[config.mk]
export PLATFORM = sky130hd
export DESIGN_NAME = fetch_unit
export DESIGN_NICKNAME = d
export VERILOG_FILES = /design/src/rtl/fetch_unit.sv
export SDC_FILE = /design/constraint.sdc
export NUM_CORES = 1
export LEC_CHECK = 0
export CORE_MARGIN = 4
export CORE_UTILIZATION = 54
export DETAILED_ROUTE_END_ITERATION = 8
export GPL_TIMING_DRIVEN = 0
export PLACE_DENSITY_LB_ADDON = 0.25
export SLEW_MARGIN = 10
export SYNTH_ARGS = -nofsm -noshare
export SYNTH_HDL_FRONTEND = slang
export SYNTH_SLANG_ARGS = --single-unit
[constraint.sdc]
create_clock -name clk -period 4.3 [get_ports clk]
set_input_delay 1.29 -clock clk [delete_from_list [all_inputs] [get_ports clk]]
set_output_delay 1.29 -clock clk [all_outputs]
set_load 0.01 [all_outputs]
[src/rtl/fetch_unit.sv]
// Instruction fetch: PC, single-outstanding imem read, 2-entry output queue to decode.
// Optional macro FETCH_HALT_EN: a fetched opcode 6'b111111 stops fetch until redirect/reset.
module fetch_unit #(
    parameter int unsigned INST_W   = 24,
    parameter int unsigned ADDR_W   = 10,
    parameter int unsigned RESET_PC = 0
) (
    input  logic              clk,
    input  logic              rst,
    output logic              imem_req,
    output logic [ADDR_W-1:0] imem_addr,
    input  logic              imem_rvalid,
    input  logic [INST_W-1:0] imem_rdata,
    output logic              inst_valid,
    input  logic              inst_ready,
    output logic [INST_W-1:0] inst,
    output logic [ADDR_W-1:0] inst_pc,
    output logic [5:0]        opcode,
    input  logic              redirect,
    input  logic [ADDR_W-1:0] redirect_pc
);

    typedef enum logic [1:0] {
        IDLE,
        WAIT,
        DROP
`ifdef FETCH_HALT_EN
        , HALT
`endif
    } state_t;

    state_t              state_q, state_d;
    logic [ADDR_W-1:0]   pc_q, pc_d;
    logic [ADDR_W-1:0]   req_pc_q, req_pc_d;
    logic [1:0]          count_q, count_d;
    logic [INST_W-1:0]   h_inst_q, h_inst_d, t_inst_q, t_inst_d;
    logic [ADDR_W-1:0]   h_pc_q, h_pc_d, t_pc_q, t_pc_d;
    logic                issue, push, pop;
    logic [2:0]          occ;

    always_ff @(posedge clk) begin
        if (rst) begin
            state_q  <= IDLE;
            pc_q     <= ADDR_W'(RESET_PC);
            req_pc_q <= '0;
            count_q  <= '0;
            h_inst_q <= '0;
            h_pc_q   <= '0;
            t_inst_q <= '0;
            t_pc_q   <= '0;
        end else begin
            state_q  <= state_d;
            pc_q     <= pc_d;
            req_pc_q <= req_pc_d;
            count_q  <= count_d;
            h_inst_q <= h_inst_d;
            h_pc_q   <= h_pc_d;
            t_inst_q <= t_inst_d;
            t_pc_q   <= t_pc_d;
        end
    end

    always_comb begin
        state_d  = state_q;
        pc_d     = pc_q;
        req_pc_d = req_pc_q;
        count_d  = count_q;
        h_inst_d = h_inst_q;
        h_pc_d   = h_pc_q;
        t_inst_d = t_inst_q;
        t_pc_d   = t_pc_q;
        issue    = 1'b0;
        push     = 1'b0;
        pop      = (count_q != 2'd0) && inst_ready;
        // Occupancy after this cycle's pop; an outstanding read adds one reserved slot.
        occ      = {1'b0, count_q} - {2'b00, pop};

        case (state_q)
            IDLE: begin
                if (occ < 3'd2) begin
                    issue   = 1'b1;
                    state_d = WAIT;
                end
            end
            WAIT: begin
                if (imem_rvalid) begin
                    push = 1'b1;
                    if (occ == 3'd0) issue = 1'b1;
                    else             state_d = IDLE;
`ifdef FETCH_HALT_EN
                    if (imem_rdata[INST_W-1 -: 6] == 6'h3F) begin
                        issue   = 1'b0;
                        state_d = HALT;
                    end
`endif
                end
            end
            DROP: begin
                if (imem_rvalid) state_d = IDLE;
            end
            default: ;
        endcase

        if (redirect) begin
            issue   = 1'b0;
            push    = 1'b0;
            pc_d    = redirect_pc;
            // A read that returns in the redirect cycle is discarded here, so nothing is left to drop.
            state_d = ((state_q == WAIT || state_q == DROP) && !imem_rvalid) ? DROP : IDLE;
        end

        if (rst) issue = 1'b0;

        if (issue) begin
            pc_d     = pc_q + ADDR_W'(1);
            req_pc_d = pc_q;
        end

        if (redirect) begin
            count_d  = '0;
            h_inst_d = '0;
            h_pc_d   = '0;
            t_inst_d = '0;
            t_pc_d   = '0;
        end else if (push && pop) begin
            if (count_q == 2'd2) begin
                h_inst_d = t_inst_q;
                h_pc_d   = t_pc_q;
                t_inst_d = imem_rdata;
                t_pc_d   = req_pc_q;
            end else begin
                h_inst_d = imem_rdata;
                h_pc_d   = req_pc_q;
            end
        end else if (pop) begin
            h_inst_d = t_inst_q;
            h_pc_d   = t_pc_q;
            t_inst_d = '0;
            t_pc_d   = '0;
            count_d  = count_q - 2'd1;
        end else if (push) begin
            if (count_q == 2'd0) begin
                h_inst_d = imem_rdata;
                h_pc_d   = req_pc_q;
            end else begin
                t_inst_d = imem_rdata;
                t_pc_d   = req_pc_q;
            end
            count_d = count_q + 2'd1;
        end
    end

    assign imem_req   = issue;
    assign imem_addr  = issue ? pc_q : '0;
    assign inst_valid = (count_q != 2'd0);
    assign inst       = h_inst_q;
    assign inst_pc    = h_pc_q;
    assign opcode     = h_inst_q[INST_W-1 -: 6];

endmodule

# == Word level (Yosys, flattened, before mapping) ==
# Cells that the tools add are included.
# word_totals
reg_bits,92
latchBits,0
ramBits,0
romBits,0
out_inout_bits,52
wordCells,83
memories,0
# classes
add_sub_neg,4
n_mul,0
n_div,0
order_cmp,1
n_eq_ne,9
n_shift,0
muxes,41
n_bitwise,1
n_reduce_logical,19
# op_table
op,n
24-bit two-way mux,10
10-bit two-way mux,13
2-bit two-way mux,8
3-bit inequality test (second input constant),5
10-bit by 1-bit adder with 10-bit output (second input constant),1
1-bit two-way mux,8
2-bit one-hot mux with 3 select lines,1
2-bit nonzero test,3
3-bit nonzero test,2
5-bit AND reduction,1
2-bit equality test (second input constant),2
2-bit zero test,2
2-bit AND reduction,2
4-bit nonzero test,1
1-bit logical AND,3
3-bit zero test,1
3-bit by 2-bit < comparator with 1-bit output (second input constant),1
3-bit AND reduction,1
2-bit by 1-bit subtractor with 3-bit output,1
2-bit by 1-bit adder with 2-bit output (second input constant),1
2-bit by 1-bit equality test with 1-bit output (second input constant),1
2-bit by 1-bit inequality test with 1-bit output (second input constant),1
1-bit one-hot mux with 2 select lines,1
2-bit OR reduction,1
4 further kinds,4

# == Longest topological paths before layout ==
# logic_depth
depth_word,10
mapped_depth,11

# == Worst setup path after synthesis ==
# No wires, ideal clock.
# synth_path
path_kind,in2out
from,in inst_ready
to,out imem_addr[2]
arrival_time_ps,2407
setup_slack_ps,603
path_stages,9
path_buffers,3
cell_sequence,buf_4 > a31oi_1 > or2_1 > buf_6 > a21o_1 > inv_2 > buf_6 > nand2_2 > inv_1
# synth_via
elab_chain_cells,9
word_cells_on_any_way,11
classes_between,1 x add/sub; 1 x order compare; 7 x mux; 2 x reduce/logical
# synth_rtl
element,line,rtl
start: declaration,15,"input logic inst_ready,"
1-bit logical AND *,74,pop = (count_q != 2'd0) && inst_ready;
2-bit by 1-bit subtractor with 3-bit output *,76,"occ = {1'b0, count_q} - {2'b00, pop};"
"parallel branches: the longest is 3 deep, another holds 3-bit by 2-bit < comparator with 1-bit output",n/a,
1-bit one-hot mux with 2 select lines *,78,case (state_q)
1-bit two-way mux *,104,if (redirect) begin
1-bit two-way mux *,112,if (rst) issue = 1'b0;
named net imem_req,10,"output logic imem_req,"
10-bit two-way mux *,154,assign imem_addr = issue ? pc_q : '0;
end: declaration,11,"output logic [ADDR_W-1:0] imem_addr,"
# Mark *: on every way through the listed nets, which the timed path passes.

# == Worst setup path after layout ==
# layout_path
from,in imem_rvalid
to,out imem_addr[3]
# layout_via
elab_chain_cells,5
# layout_rtl
element,line,rtl
start: declaration,12,"input logic imem_rvalid,"
1-bit two-way mux,86,if (imem_rvalid) begin
1-bit one-hot mux with 2 select lines,78,
1-bit two-way mux,104,
1-bit two-way mux,112,
10-bit two-way mux,154,
# Every way passes these cells.

==> results.toml <==
[global_route]
grt_overflow = 0
grt_usage = 0.2240
grt_pass1_wl_um = 15990
grt_pass1_vias = 3446
antenna_found_initial = 0
grt_max_degree = 17

[clock_tree]
cts_tree = "done"
cts_sinks = 92
clk_pin_slew_worst_paths_ps = 90
clk_latency_ps = 350
cts-root-buf = "clkbuf_8"
htree_levels = 3
ctsLongestPathBuffers = 2
cts_buffers = 9

[worst_hold_path]
hold_path.class = "flop to flop"
worstHoldEndpoint = "req_pc_q[3]$_SDFFE_PP0P_"
worstHoldStart = "req_pc_q[3]$_SDFFE_PP0P_"
min_path_cells = 2

[yosys]
synth_edf_count = 0
synth_compound_area_frac = 0.2114
synth_top_family_by_area = "compound AO/OA/AOI/OAI gates"
synth_xor_area_frac = 0.01928
ys_seq_area_frac = 0.4504
yosysTopAreaCellShare = 0.4504
synth_mux_area_frac = 0.08323
synthCells = 444
synthFlopType = "dfxtp_1"
syn-cell-area_sq_mm = 0.004089
ys_types = 47
yosysTopAreaCell = "dfxtp_1"
synthTopCellsByArea = "dfxtp_1 (45%), mux2i_1 (8.3%), nor2_1 (7.6%)"
synth.net_count = 489
ys.warnings.count = 0
synth_seq_cells = 92
synth_fa_ha_area_frac = 0.01836
yosys.area_share.simple = 0.1386
avgSynthCellArea_sq_um = 9.209
synth-async-reset-ratio = 0

[timing]
setup_viol = 0
skew_ps = 9.105
slew_headroom = 0.5045
min_period_ps = 4092
fmax_mhz = 244.4
rsz0062_at_grt = "no"
fin_tns_setup_ps = 0
finalMaxSlewViolations = 0
fin_crit_sh = 0.9516
worst_pin_slew_ps = 743.3
hold_viol = 0

[setup_path]
startpoint = "imem_rvalid"
crit_path_start_kind = "primary input"
worst_ep_arrival_time_ps = 2800
reg2reg_depth = 11
r2r-end = "t_inst_q[16]$_SDFFE_PP0P_"
worst_ep_required_time_ps = 3010
reg2reg_slack_ps = 1940
crit_type = "primary input to output port"
reg2reg_from = "state_q[1]$_SDFFE_PP0P_"
crit_path_end_kind = "output port"
cp_max_fo = 10

[floorplan]
row_count = 31
num_io_pins = 91
die_y_um = 95.02
dieArea_sq_mm = 0.009028
initial_core_util = 0.5607
die_w_um = 95.02
core_area_sq_mm = 0.007292

[placement]
place.detailed.hpwl_um = 7216
port_buffers = 89
place_congestion = 0.8269
dp.cells = 632

[route]
num_vias = 3488
detail_route.wl_per_cell_um = 15.08
drc = 0
ant_nets = 0
dr.pass1.iters = 5
wl_um = 9769
drt_iter0_drc = 148
viasPerCell = 5.383

[final_layout]
drive_above_1_share = 0.1330
num_antenna_cells = 0
syn2layout_area_growth_pct = 30.32
fin_util = 0.7308
nets = 589
stdcell_count = 648

[power]
power_mw = 1.744
power_density_mw_per_mm2 = 327.3
peakVddDrop_v = 0.0001663
p_leak_nw = 1.947

[job]
max_cap_violations = 0

[outcome]
outcome = "finished, final reports clean"
## stage by stage
step                hold WS, ps  cell area [sq um]  setup slack, ps
finish                    488.3               5329            208.1
global placement          472.0               5104           -521.0
floorplan                 448.3               4089            602.8
global route              511.5               5329            96.46
CTS                       492.1               5324            68.13
detailed placement        475.8               5104           -541.3
## layout by cell type, fill, tap and decap left out, drive strengths merged, types with 3 or more instances in the layout
master,netlist,layout
nor2,85,85
a22oi,34,34
xor2,3,3
clkinv,0,3
buf,26,27
a211oi,42,42
inv,19,21
nand3,3,3
mux2i,34,34
xnor2,6,6
dlygate4sd2,0,11
clkdlybuf4s50,0,75
ha,6,6
clkbuf,16,24
dfxtp,92,92
a21oi,17,17
nand2,23,23
o21ai,9,9
## cell families after synthesis
kind of cell | after synthesis
AO/OA/AOI/OAI | 114
AND/OR/NAND/NOR | 128
flip-flops | 92
XOR/XNOR | 9
buffers and inverters | 61
adder cells (fa/ha/maj) | 6
multiplexers | 34
## state kept, by name (all words and copies together), names as in the netlist
name	cells
req_pc_q	10
state_q	2
inst	24
t_inst_q	24
pc_q	10
count_q	2
inst_pc	10
t_pc_q	10
## routing by layer
metal | wire (um) | part of all wire | vias up | global-route usage
met5 | 0 | 0 | - | 0
met4 | 54 | 0.0055 | 0 | 0.05769
met3 | 510 | 0.052 | 4 | 0.04104
met2 | 5012 | 0.51 | 93 | 0.4034
met1 | 4192 | 0.43 | 1650 | 0.2749
li1 | - | - | 1741 | -
## power by group
group,internal (mW),switching [mW],total (mW)
clock,0.333,0.313,0.646
sequential,0.870,0.0170,0.887
combinational,0.0995,0.111,0.211
## Yosys cell counts (2+ instances only)
cell,n
dfxtp_1,92
a31oi_1,2
and2_1,2
nand3_1,3
a211oi_1,41
buf_6,6
a21o_1,2
nand4_1,2
a22oi_1,34
a311oi_1,2
xnor2_1,6
nor2b_1,2
nand2b_1,2
nand2_1,14
buf_4,9
inv_1,18
nor2_1,83
buf_2,11
a21oi_1,5
nand2_2,9
clkbuf_1,16
nand3b_1,2
a21oi_2,11
ha_1,6
xor2_1,3
mux2i_1,34
o21ai_0,7
## layout make-up
class                           count  area (sq um)
Tap cell                           99         123.9
Clock inverter                      7         98.84
Buffer                             41         250.2
Multi-Input combinational cell    291          1928
Timing Repair Buffer               90         890.9
Fill cell                         587          1963
Inverter                           19         71.32
Sequential cell                    92          1842
Clock buffer                        9         123.9
## timing repair
| item | CTS | global route |
|---|---|---|
| pin swaps | 1 | 0 |
| endpoints found under the setup margin | 11 | 2 |
| buffers inserted | 1 | 0 |
| hold buffers | 0 | 0 |
| gates cloned | 0 | 0 |
| resized for setup | 16 | 2 |
## critical path: stages
cell	delay (ps)
clkdlybuf4s15_2	220
a31oi_1	100
or2_1	230
buf_6	140
a21o_1	190
inv_2	70
buf_8	150
nand2_2	90
inv_1	60
dlygate4sd2_1	260
## worst max path at each step
stage,endpoint,slack [ps],cells past startpoint
after floorplan,imem_addr[2],600,9
after global placement,imem_addr[2],-520,9
after detailed placement,imem_addr[1],-540,9
after CTS,imem_req,70,8
after global routing,imem_addr[1],100,10
final,imem_addr[3],210,10
(Power assumes the default switching activity.)
==> edit, RTL diff (config.mk and constraints unchanged) <==
The parameter `ADDR_W` goes from 10 to 9.
--- a/src/rtl/fetch_unit.sv
+++ b/src/rtl/fetch_unit.sv
@@ -2,7 +2,7 @@
 // Optional macro FETCH_HALT_EN: a fetched opcode 6'b111111 stops fetch until redirect/reset.
 module fetch_unit #(
     parameter int unsigned INST_W   = 24,
-    parameter int unsigned ADDR_W   = 10,
+    parameter int unsigned ADDR_W   = 9,
     parameter int unsigned RESET_PC = 0
 ) (
     input  logic              clk,
Ports: changed (resized imem_addr, inst_pc and redirect_pc); port bits go from 91 to 88. No check against the original RTL was run, so the function may have changed too.
==> edit against the original RTL <==
Worst setup slack got worse by 0.12 ns; cell area decreased by 4.6%; sequential cell count decreased by 4; non-clock buffer count decreased by 5; area after synthesis decreased by 4.8%; count of clock-buffer cells in the layout unchanged; critical path depth decreased by 5; maximum frequency decreased by 2.8%; die area decreased by 4.4%; global-route usage decreased by 0.20 points; sequential power decreased by 3.7%; power decreased by 8.5%; highest routed layer unchanged; routed wire length decreased by 4.3%; worst hold slack improved by 0.014 ns.
==> edit: results (changes against the original RTL) <==
.. list-table::
   :header-rows: 1

   * - Metric
     - Value
   * - Seq/Total Area, Yosys
     - 45.27% (+0.23 points)
   * - Adder-cell share of the synthesized area
     - 1.929% (+0.093 points)
   * - Total sequential power
     - 0.854 mW (-3.7%)
   * - Cell-internal power
     - 1.154 mW (-11%)
   * - Instance count of the mapped netlist
     - 417 (-6.1%)
   * - Worst-case setup slack after placement
     - -0.5499 ns (-0.008517 ns)
   * - Worst min-delay path endpoint
     - inst[9]
   * - Overall fraction of global-route tracks in use
     - 22.21% (-0.20 points)
   * - Worst R2R End
     - t_pc_q[7]
   * - Vias
     - 3,423 (-1.9%)
   * - Startpoint of the tightest hold check path
     - inst[9]
   * - Wire length of the first global-routing pass
     - 15,470 um (-3.2%)
   * - Worst ir drop on vdd
     - 0.1725 mV (+3.7%)
   * - Main area contributors after synthesis
     - dfxtp_1 45%, mux2i_1 11%, nor2_1 8.7%
   * - Run status
     - finished, final reports clean
   * - Share of total power in sequential cells
     - 53.6% (+2.7 points)
   * - Worst-case register-to-register setup slack
     - 1.84 ns (-0.10 ns)
   * - Met3 routing resource usage after global routing
     - 4.062% (-0.042 points)
   * - RePlAce Congestion
     - 0.8610 (+4.1%)
   * - Final HPWL from detailed placement
     - 6844 um (-5.2%)
   * - Via density
     - 5.557 (+3.2%)
   * - Arrival time at the worst endpoint
     - 2.92 ns (+0.12 ns)
   * - Multiplexer fraction of the synthesized cell area
     - 10.80% (+2.5 points)
   * - Mean routed wirelength per cell
     - 15.18 um (+0.72%)
   * - CP Launch Point
     - redirect
   * - Quantity of I/O buffers inserted on ports
     - 86 (-3.4%)
   * - Number of distinct library cells after synthesis
     - 38 (-19%)
   * - WL met1
     - 4030 um (-3.9%)
   * - Cell count after placement
     - 599 (-5.2%)
   * - Area fraction in compound gates after synthesis
     - 19.13% (-2.0 points)
   * - LEAKAGE
     - 1.740 nW (-11%)
   * - First-iteration detailed-routing DRC count
     - 179 (+21%)
   * - Share of Yosys cell area claimed by the top area cell type
     - 45.27% (+0.23 points)
   * - FILL cells
     - 534 (-9.0%)
   * - Share of layout cells above drive strength 1
     - 9.423% (-3.9 points)
   * - XOR/XNOR Fraction of Synth Area
     - 2.026% (+0.098 points)
==> edit: stage by stage <==
step	instance area (sq um)	utilization, %	hold slack (ns)
finish	5081	73.57	0.5021
global route	5081	73.57	0.5281
CTS	5074	73.46	0.5037
detailed placement	4872	70.54	0.4909
global placement	4872	70.54	0.4881
floorplan	3891	-	0.4769
==> edit: area by class of cell <==
class	count	area [sq um]	share of cell area, %
flip-flops and latches	88	1762	34.67
multi-input cells	281	1879	36.99
plain buffers	39	244.0	4.802
clock buffers	9	123.9	2.438
clock inverters	7	55.05	1.083
inverters	9	33.78	0.6649
repair buffers	87	863.3	16.99
well taps	96	120.1	2.364
==> edit: kinds of logic (layout without fill, tap and decap cells) <==
| logic type | Yosys count | after routing |
|---|---|---|
| AO/OA/AOI/OAI | 101 | 102 |
| XOR/XNOR | 9 | 9 |
| adder cells (fa/ha/maj) | 6 | 6 |
| buffers and inverters | 49 | 151 |
| flip-flops | 88 | 88 |
| multiplexers | 42 | 42 |
| AND/OR/NAND/NOR | 122 | 122 |
==> edit: worst max path at each step <==
stage / endpoint / slack [ns] / cells past startpoint
5_1_grt: imem_addr[2] / 0.000003 / 7
3_3_place_gp: imem_addr[3] / -0.48 / 7
6_report: imem_addr[2] / 0.09 / 5
3_5_place_dp: imem_addr[8] / -0.55 / 7
4_1_cts: imem_addr[2] / 0.07 / 5
2_1_floorplan: imem_addr[0] / 0.51 / 6
==> edit: timing repair <==
item                       CTS  global route
setup endpoints to repair   10             3
gates cloned                 1             0
setup buffers                1             0
gates resized for setup      8             1
pin swaps                    1             1
==> edit: critical path: stages <==
cell             delay (ns)
clkdlybuf4s50_1        0.44
or2_4                  0.31
a21oi_4                0.18
and2_1                 0.15
clkdlybuf4s50_1        0.53
